[src/rtl/bus_pkg.sv]
// Shared bus definitions: APB FSM states, peripheral window base and slot map.
package bus_pkg;

    typedef enum logic [1:0] {
        IDLE   = 2'd0,
        SETUP  = 2'd1,
        ACCESS = 2'd2
    } apb_state_e;

    // Upper half of every peripheral address
    localparam logic [15:0] BUS_BASE_HI = 16'h1000;

    localparam int SLOT_RAM  = 0;
    localparam int SLOT_GPIO = 1;
    localparam int SLOT_UART = 2;

    // Width of a slot index; a single-slot bus still needs one bit
    function automatic int slot_width(input int n);
        return (n > 1) ? $clog2(n) : 1;
    endfunction

endpackage

[src/rtl/apb_addr_decoder.sv]
// Combinational address decoder: peripheral window 0x1000_xxxx, 4 KiB per slot.
module apb_addr_decoder
    import bus_pkg::*;
#(
    parameter int NUM_SLAVES = 4,
    parameter int SLOT_W     = slot_width(NUM_SLAVES)
) (
    input  logic [31:0]       addr,
    output logic [SLOT_W-1:0] slot,
    output logic              mapped
);

    // Slot comes from address bits [15:12]; only valid inside the window and below NUM_SLAVES
    always_comb begin
        slot   = SLOT_W'(addr[15:12]);
        mapped = 1'b0;
        if ((addr[31:16] == BUS_BASE_HI) && ({28'd0, addr[15:12]} < 32'(NUM_SLAVES))) begin
            mapped = 1'b1;
        end else begin
            mapped = 1'b0;
        end
    end

endmodule

[src/rtl/apb_master.sv]
// CPU memory port to APB bridge: SETUP/ACCESS sequencing, slot select,
// single-cycle ready/error pulse, registered read data, bounded stall.
module apb_master
    import bus_pkg::*;
#(
    parameter int NUM_SLAVES = 4,
    parameter int TIMEOUT    = 255
) (
    input  logic                     clk,
    input  logic                     reset,
    input  logic                     transfer,
    input  logic                     busWe,
    input  logic [31:0]              busAddr,
    input  logic [31:0]              busWData,
    output logic [31:0]              busRData,
    output logic                     ready,
    output logic                     busErr,
    output logic [31:0]              PADDR,
    output logic [31:0]              PWDATA,
    output logic                     PWRITE,
    output logic                     PENABLE,
    output logic [NUM_SLAVES-1:0]    PSEL,
    input  logic [32*NUM_SLAVES-1:0] PRDATA,
    input  logic [NUM_SLAVES-1:0]    PREADY
);

    localparam int SLOT_W = slot_width(NUM_SLAVES);
    localparam int CNT_W  = $clog2(TIMEOUT + 1);

    apb_state_e          state_r;
    apb_state_e          next_state_s;
    logic [SLOT_W-1:0]   dec_slot_s;
    logic                dec_mapped_s;
    logic [SLOT_W-1:0]   slot_r;
    logic                mapped_r;
    logic [CNT_W-1:0]    cnt_r;
    logic [31:0]         paddr_r;
    logic [31:0]         pwdata_r;
    logic                pwrite_r;
    logic [31:0]         rdata_r;
    logic                sel_pready_s;
    logic [31:0]         sel_prdata_s;
    logic                timeout_hit_s;
    logic                ready_s;
    logic                err_s;
    logic [NUM_SLAVES-1:0] psel_s;
    logic                penable_s;

    apb_addr_decoder #(
        .NUM_SLAVES (NUM_SLAVES),
        .SLOT_W     (SLOT_W)
    ) u_decoder (
        .addr   (busAddr),
        .slot   (dec_slot_s),
        .mapped (dec_mapped_s)
    );

    // Pick the ready/data lines of the latched slot; other slots are ignored
    always_comb begin
        sel_pready_s = 1'b0;
        sel_prdata_s = 32'd0;
        if (mapped_r) begin
            sel_pready_s = PREADY[slot_r];
            sel_prdata_s = PRDATA[32*int'(slot_r) +: 32];
        end else begin
            sel_pready_s = 1'b0;
            sel_prdata_s = 32'd0;
        end
    end

    assign timeout_hit_s = (cnt_r == CNT_W'(TIMEOUT - 1));

    // Completion decode in ACCESS: unmapped, then slave ready, then timeout
    always_comb begin
        ready_s = 1'b0;
        err_s   = 1'b0;
        if (state_r == ACCESS) begin
            if (!mapped_r) begin
                ready_s = 1'b1;
                err_s   = 1'b1;
            end else if (sel_pready_s) begin
                ready_s = 1'b1;
                err_s   = 1'b0;
            end else if (timeout_hit_s) begin
                ready_s = 1'b1;
                err_s   = 1'b1;
            end else begin
                ready_s = 1'b0;
                err_s   = 1'b0;
            end
        end else begin
            ready_s = 1'b0;
            err_s   = 1'b0;
        end
    end

    // FSM state register
    always_ff @(posedge clk or posedge reset) begin
        if (reset) begin
            state_r <= IDLE;
        end else begin
            state_r <= next_state_s;
        end
    end

    // FSM next-state logic
    always_comb begin
        next_state_s = state_r;
        case (state_r)
            IDLE:    next_state_s = transfer ? SETUP : IDLE;
            SETUP:   next_state_s = ACCESS;
            ACCESS:  next_state_s = ready_s ? IDLE : ACCESS;
            default: next_state_s = IDLE;
        endcase
    end

    // FSM outputs: select held through SETUP and ACCESS, enable only in ACCESS
    always_comb begin
        psel_s    = '0;
        penable_s = 1'b0;
        case (state_r)
            SETUP: begin
                if (mapped_r) begin
                    psel_s[slot_r] = 1'b1;
                end else begin
                    psel_s = '0;
                end
                penable_s = 1'b0;
            end
            ACCESS: begin
                if (mapped_r) begin
                    psel_s[slot_r] = 1'b1;
                end else begin
                    psel_s = '0;
                end
                penable_s = 1'b1;
            end
            default: begin
                psel_s    = '0;
                penable_s = 1'b0;
            end
        endcase
    end

    // Request latches, wait counter and read-data register
    always_ff @(posedge clk or posedge reset) begin
        if (reset) begin
            paddr_r  <= 32'd0;
            pwdata_r <= 32'd0;
            pwrite_r <= 1'b0;
            slot_r   <= '0;
            mapped_r <= 1'b0;
            cnt_r    <= '0;
            rdata_r  <= 32'd0;
        end else begin
            case (state_r)
                IDLE: begin
                    if (transfer) begin
                        paddr_r  <= busAddr;
                        pwdata_r <= busWData;
                        pwrite_r <= busWe;
                        slot_r   <= dec_slot_s;
                        mapped_r <= dec_mapped_s;
                    end
                end
                SETUP: begin
                    cnt_r <= '0;
                end
                ACCESS: begin
                    if (ready_s) begin
                        // Errored reads return zero; writes leave the read word alone
                        if (!pwrite_r) begin
                            rdata_r <= err_s ? 32'd0 : sel_prdata_s;
                        end
                    end else begin
                        cnt_r <= cnt_r + CNT_W'(1);
                    end
                end
                default: begin
                    cnt_r <= '0;
                end
            endcase
        end
    end

    assign busRData = rdata_r;
    assign ready    = ready_s;
    assign busErr   = err_s;
    assign PADDR    = paddr_r;
    assign PWDATA   = pwdata_r;
    assign PWRITE   = pwrite_r;
    assign PENABLE  = penable_s;
    assign PSEL     = psel_s;

endmodule

[config.mk]
export PLATFORM = sky130hd
export DESIGN_NAME = apb_master
export DESIGN_NICKNAME = d
export VERILOG_FILES = /design/src/rtl/bus_pkg.sv /design/src/rtl/apb_addr_decoder.sv /design/src/rtl/apb_master.sv
export SDC_FILE = /design/constraint.sdc
export NUM_CORES = 1
export LEC_CHECK = 0
export BUFFER_PORTS_ARGS = -buffer_cell sky130_fd_sc_hd__buf_4
export CORE_AREA = 2 2 118 120
export DETAILED_ROUTE_END_ITERATION = 8
export DIE_AREA = 0 0 120 122
export HOLD_SLACK_MARGIN = 0.05
export PLACE_DENSITY_LB_ADDON = 0.25
export SYNTH_ARGS = -nofsm -noshare
export SYNTH_HDL_FRONTEND = slang
export SYNTH_HIERARCHICAL = 1
export SYNTH_SLANG_ARGS = --single-unit
[constraint.sdc]
create_clock -name clk -period 6.7 [get_ports clk]
set_input_delay 1.34 -clock clk [delete_from_list [all_inputs] [get_ports clk]]
set_output_delay 1.34 -clock clk [all_outputs]
set_load 0.03 [all_outputs]
==> results of run 1 <==
cells in the mapped netlist:
| master | number |
|---|---|
| and2_1 | 2 |
| nand2_1 | 14 |
| mux2i_1 | 1 |
| nand3_1 | 10 |
| o211ai_1 | 3 |
| buf_4 | 2 |
| a21oi_1 | 1 |
| nor4b_1 | 1 |
| nand4_1 | 3 |
| buf_6 | 1 |
| or4_1 | 3 |
| mux2_2 | 66 |
| nor3_1 | 3 |
| o22ai_1 | 1 |
| nand2b_1 | 4 |
| nor2b_1 | 1 |
| nor4_1 | 3 |
| o41a_1 | 1 |
| ha_1 | 4 |
| buf_2 | 3 |
| a22o_1 | 32 |
| o221ai_1 | 1 |
| buf_1 | 3 |
| o21ai_0 | 4 |
| a211o_1 | 1 |
| o22a_1 | 1 |
| and4_1 | 1 |
| o21a_1 | 1 |
| inv_1 | 6 |
| and3_1 | 2 |
| or2_2 | 1 |
| o311ai_0 | 1 |
| dfrtp_1 | 110 |
| clkbuf_1 | 19 |
| mux4_2 | 33 |
| nor2_1 | 6 |
| or4b_2 | 1 |
| a2111oi_0 | 1 |
| or4b_1 | 1 |
report_power, final:
| part | switching (mW) | total, mW | internal [mW] |
|---|---|---|---|
| Combinational | 0.485 | 0.924 | 0.438 |
| Clock | 0.244 | 0.509 | 0.265 |
| Sequential | 0.0702 | 0.856 | 0.785 |
path summary, 6_finish.rpt:
kind                             from         end  slack (ps)  cells after the start
max reg2reg                state_r[0]   PADDR[25]        3970                      5
max in group asynchronous       reset   slot_r[0]        4350                      3
min reg2reg                state_r[1]  state_r[1]         510                      1
max                         PREADY[3]       ready        2650                      5
min                        state_r[1]  state_r[1]         510                      1
min in group asynchronous       reset  PWDATA[15]        1050                      2
stage by stage:
| stage | total power [mW] | hold WS [ps] |
|---|---|---|
| after floorplan | 1.43 | 468 |
| after global placement | 1.78 | 490 |
| after detailed placement | 1.80 | 491 |
| after CTS | 2.32 | 507 |
| after global routing | 2.40 | 525 |
| final | 2.29 | 507 |
cells in the final DEF, fill, tap and decap left out, types with 5 or more instances in the layout:
| cell type | count |
|---|---|
| nor2_1 | 6 |
| dfrtp_1 | 109 |
| nand2_1 | 14 |
| a22o_1 | 32 |
| mux4_2 | 33 |
| buf_4 | 307 |
| mux2_2 | 66 |
| inv_1 | 5 |
| nand3_1 | 10 |
| clkbuf_16 | 9 |
kinds of logic (layout without fill, tap and decap cells):
group / count (synthesis) / after routing / synth area share [%]
adders and majority gates: 4 / 4 / 0.973
AOI/OAI and AO/OA: 48 / 48 / 7.71
muxes: 100 / 100 / 29.1
buffers and inverters: 34 / 329 / 2.85
and+or+nand+nor: 56 / 56 / 5.84
DFF: 110 / 110 / 53.5
registers in the layout, summed over array words and instances (netlist names):
| signal | cells |
|---|---|
| state_r | 2 |
| cnt_r | 8 |
| mapped_r | 1 |
| PADDR | 32 |
| PWDATA | 32 |
| busRData | 32 |
| slot_r | 2 |
| PWRITE | 1 |
layout make-up:
cell class	count	area (um2)	share of cell area, %
flip-flops and latches	110	2750	35.2
well taps	180	225	2.88
repair buffers	307	2300	29.4
clock buffers	12	246	3.15
multi-input cells	208	2240	28.7
inverters	6	25.0	0.320
clock inverters	4	31.3	0.399
layer usage:
layer | wire length [um] | vias to the layer above
li1 | - | 1938
met1 | 5870 | 2097
met2 | 8030 | 211
met3 | 1720 | 15
met4 | 250 | 0
met5 | 0 | -
==> flow_summary.toml, run 1 <==
[final_layout]
utilization_pct = 58.0
final_nets = 846
num-fill-cells = 1141
stdcell_count = 827
final_cell_area_um2 = 7830
antenna_cells = 0
final_layout_size_suffix_gt1_share_pct = 65.7
area_delta_synth_final_pct = 52.3

[outcome]
status = "completed"

[sta]
period_needed_ps = 4050
worst_pin_slew_ps = 1290
slew_viol_final = 0
finalSetupTns_ps = 0
setup_viol = 0
fin_crit_sh_pct = 60.4
max_freq_mhz = 247
setup_slack_ps = 2650
hold_viol = 0
rsz0062_at_grt = "no"
slew_headroom_pct = 14.0
skew_ps = 7.35

[global_route]
grt_max_degree = 66
grt_pass1_wl_mm = 23.5
met3_usage_pct = 7.40
grtUsageMet1_pct = 24.8
track_usage_pct = 20.9
met2_usage_pct = 35.4
overflow = 0
antenna_found_initial = 0
first_global_vias = 4326
grt_busiest_layer = "met2"

[drt]
dr.pass1.iters = 4
wirelength_mm = 15.9
viasPerCell = 5.15
routedWlPerCell_um = 19.2
via_count = 4261
drc = 0
drt_iter0_drc = 167
ant_nets = 0

[cts]
cts_sinks = 110
cts_setup_buffers = 0
cts_tree = "built"
insertion_delay_ps = 350
post_cts_resize_count = 0
clk_path_buf_depth = 2
clock-root-buffer = "clkbuf_16"
clk_pin_slew_worst_paths_ps = 70
htreeDepth = 3
cts_hold_buffers = 0
numCtsBuffers = 9

[floorplanning]
coreArea_um2 = 13500
rows = 43
dieHeight_um = 122
ioPinCount = 304
start_util_pct = 38.1
die_w_um = 120
die-area_um2 = 14600

[pwr]
max-vdd-ir-drop_v = 0.000193
powerDensity_nw_per_um2 = 292
p_leak_nw = 3.73

[place]
gp_congestion = 0.812
place_inst = 811
dpl-instance-area_um2 = 7550
portBuffers = 303
hpwl_mm = 12.0
pre_cts_ws_ps = 2640

[logic_synthesis]
avgSynthCellArea_um2 = 14.6
synth_top_area_share_pct = 53.5
ys_ff_latch = 110
synth_fp_nets = 556
synth_area_leaders = "dfrtp_1 (54%), mux2_2 (14%), mux4_2 (14%)"
yosysSeqAreaShare_pct = 53.5
ys_warn_count = 6
syn_inst = 352
synth_area_leader_cell = "dfrtp_1"
netlist-cell-type-count = 39
syn_area_um2 = 5140

[critical_path]
crit_type = "in -> out"
crit_top_cell = "buf_4"
required_ps = 5360
crit_family = "multiplexers"
cp.buffers_inverters = 2
end_kind = "primary output"
critical_path.startpoint_type = "input port"
worstPathArrival_ps = 2710
path_cells = "buf_4 > mux4_2 > a211o_1 > and2_1 > buf_4"
crit_path_top_delay_cell = "mux4_2"
crit_fanout = 12
max_stage_delay_ps = 500

[job]
max_cap_violations = 0

[hold_path]
hold_path.class = "reg -> reg"
Note: power is estimated with default switching activity, not from simulation.
==> run 2, diff against run 1 <==
--- a/config.mk
+++ b/config.mk
@@ -6,9 +6,9 @@
 export NUM_CORES = 1
 export LEC_CHECK = 0
 export BUFFER_PORTS_ARGS = -buffer_cell sky130_fd_sc_hd__buf_4
-export CORE_AREA = 2 2 118 120
+export CORE_MARGIN = 2
+export CORE_UTILIZATION = 40
 export DETAILED_ROUTE_END_ITERATION = 8
-export DIE_AREA = 0 0 120 122
 export HOLD_SLACK_MARGIN = 0.05
 export PLACE_DENSITY_LB_ADDON = 0.25
 export SYNTH_ARGS = -nofsm -noshare
==> constraint.sdc (replaced) <==
create_clock -name clk -period 3.5 [get_ports clk]
set_input_delay 0.7 -clock clk [delete_from_list [all_inputs] [get_ports clk]]
set_output_delay 0.7 -clock clk [all_outputs]
set_load 0.03 [all_outputs]
==> flow_summary.toml, run 2 (synthesis gave the netlist of run 1 again) <==
[outcome]
status = "completed"

[global_route]
overflow = 0
antenna_found_initial = 0
grt_pass1_wl_mm = 24.4
track_usage_pct = 22.3
first_global_vias = 4564
grt_max_degree = 79

[cts]
clock-root-buffer = "clkbuf_16"
htreeDepth = 3
post_cts_resize_count = 0
numCtsBuffers = 9
cts_hold_buffers = 0
insertion_delay_ps = 350
clk_path_buf_depth = 2
cts_tree = "built"
cts_setup_buffers = 0
clk_pin_slew_worst_paths_ps = 80
cts_sinks = 110

[sta]
hold_viol = 0
rsz0062_at_grt = "no"
setup_viol = 0
skew_ps = 15.0
fin_crit_sh_pct = 79.6
slew_headroom_pct = 24.0
slew_viol_final = 0
finalSetupTns_ps = 0
worst_pin_slew_ps = 1140
period_needed_ps = 2790
max_freq_mhz = 359

[floorplanning]
coreArea_um2 = 12600
ioPinCount = 304
die_w_um = 117
die-area_um2 = 13800
rows = 41
dieHeight_um = 117
start_util_pct = 40.9

[final_layout]
final_nets = 848
num-fill-cells = 1018
mostFrequentLayoutCells = "buf_4 (307), dfrtp_1 (109), mux2_2 (66), mux4_2 (33), a22o_1 (32)"
final_layout_size_suffix_gt1_share_pct = 66.1
antenna_cells = 0
utilization_pct = 62.7
final_common_cell = "buf_4"
area_delta_synth_final_pct = 53.1

[drt]
ant_nets = 0
wl_met3_mm = 1.60
routedWlPerCell_um = 18.7
top_layer_used = "met4"
wl_met1_mm = 5.81
dr.pass1.iters = 4
drc = 0
viasPerCell = 5.15
wirelength_mm = 15.3
drt_iter0_drc = 178
wl_met2_mm = 7.58
via_count = 4227

[place]
hpwl_mm = 11.8
gp_congestion = 0.826
portBuffers = 303

[critical_path]
max_stage_delay_ps = 500
worstPathArrival_ps = 2090
timing.rr.end = "busRData[3]"
crit_path_top_delay_cell = "mux4_2"
end_kind = "primary output"
reg2reg_from = "state_r[0]"
required_ps = 2800
r2r_slack_ps = 1170
critical_path.startpoint_type = "input port"
crit_type = "in -> out"
crit_start = "PREADY[3]"
path_cells = "buf_4 > mux4_2 > a211o_1 > and2_1 > buf_4"
crit_fanout = 12
crit_end = "ready"
crit_top_cell = "buf_4"
reg2reg_depth = 6

[hold_path]
hold_path.class = "in -> async"

[job]
max_cap_violations = 0

[pwr]
powerDensity_nw_per_um2 = 559
max-vdd-ir-drop_v = 0.000342
p_leak_nw = 3.76
## run 2: layout make-up
| cell class | instances | area, um2 | share of cell area, % |
|---|---|---|---|
| clock buffer | 10 | 239 | 3.03 |
| clock inverter | 6 | 51.3 | 0.651 |
| inverter | 6 | 26.3 | 0.334 |
| multi-input combinational | 208 | 2240 | 28.5 |
| sequential | 110 | 2750 | 35.0 |
| tap | 172 | 215 | 2.73 |
| timing repair buffer | 309 | 2340 | 29.8 |
## run 2: worst min-delay path by stage
stage,start,to,slack [ps],cells after the start
after floorplan,state_r[1],state_r[1],470,1
after global placement,busRData[3],busRData[3],490,1
after detailed placement,busRData[20],busRData[20],490,1
after CTS,reset,busRData[8],500,2
after global routing,reset,busRData[9],520,2
final,reset,busRData[9],480,2
## run 2: per-stage QoR
step	std cells	power [mW]	hold slack (ps)	cell area (um2)	setup slack, ps
finish	821	4.40	481	7880	714
floorplan	352	2.74	468	5150	944
global route	821	4.62	518	7880	644
detailed placement	805	3.45	495	7580	707
CTS	821	4.47	495	7880	707
global placement	805	3.43	490	7580	735
## run 2: power by group
part / internal [mW] / leakage (nW) / switching, mW
logic: 0.846 / 2.23 / 0.926
clock network: 0.514 / 0.145 / 0.477
registers: 1.50 / 1.38 / 0.133
total: 2.86 / 3.76 / 1.54
## run 2: routing by layer
layer / vias up / global-route usage (%)
li1: 1938 / -
met1: 2051 / 25.8
met2: 217 / 37.3
met3: 21 / 8.95
met4: 0 / 8.28
met5: - / 0
## run 2: critical path: cells and delay by family
| family | cells | cell delay (ps) |
|---|---|---|
| buffers and inverters | 2 | 260 |
| AO/OA/AOI/OAI | 1 | 400 |
| AND/OR/NAND/NOR | 1 | 220 |
| multiplexers | 1 | 500 |
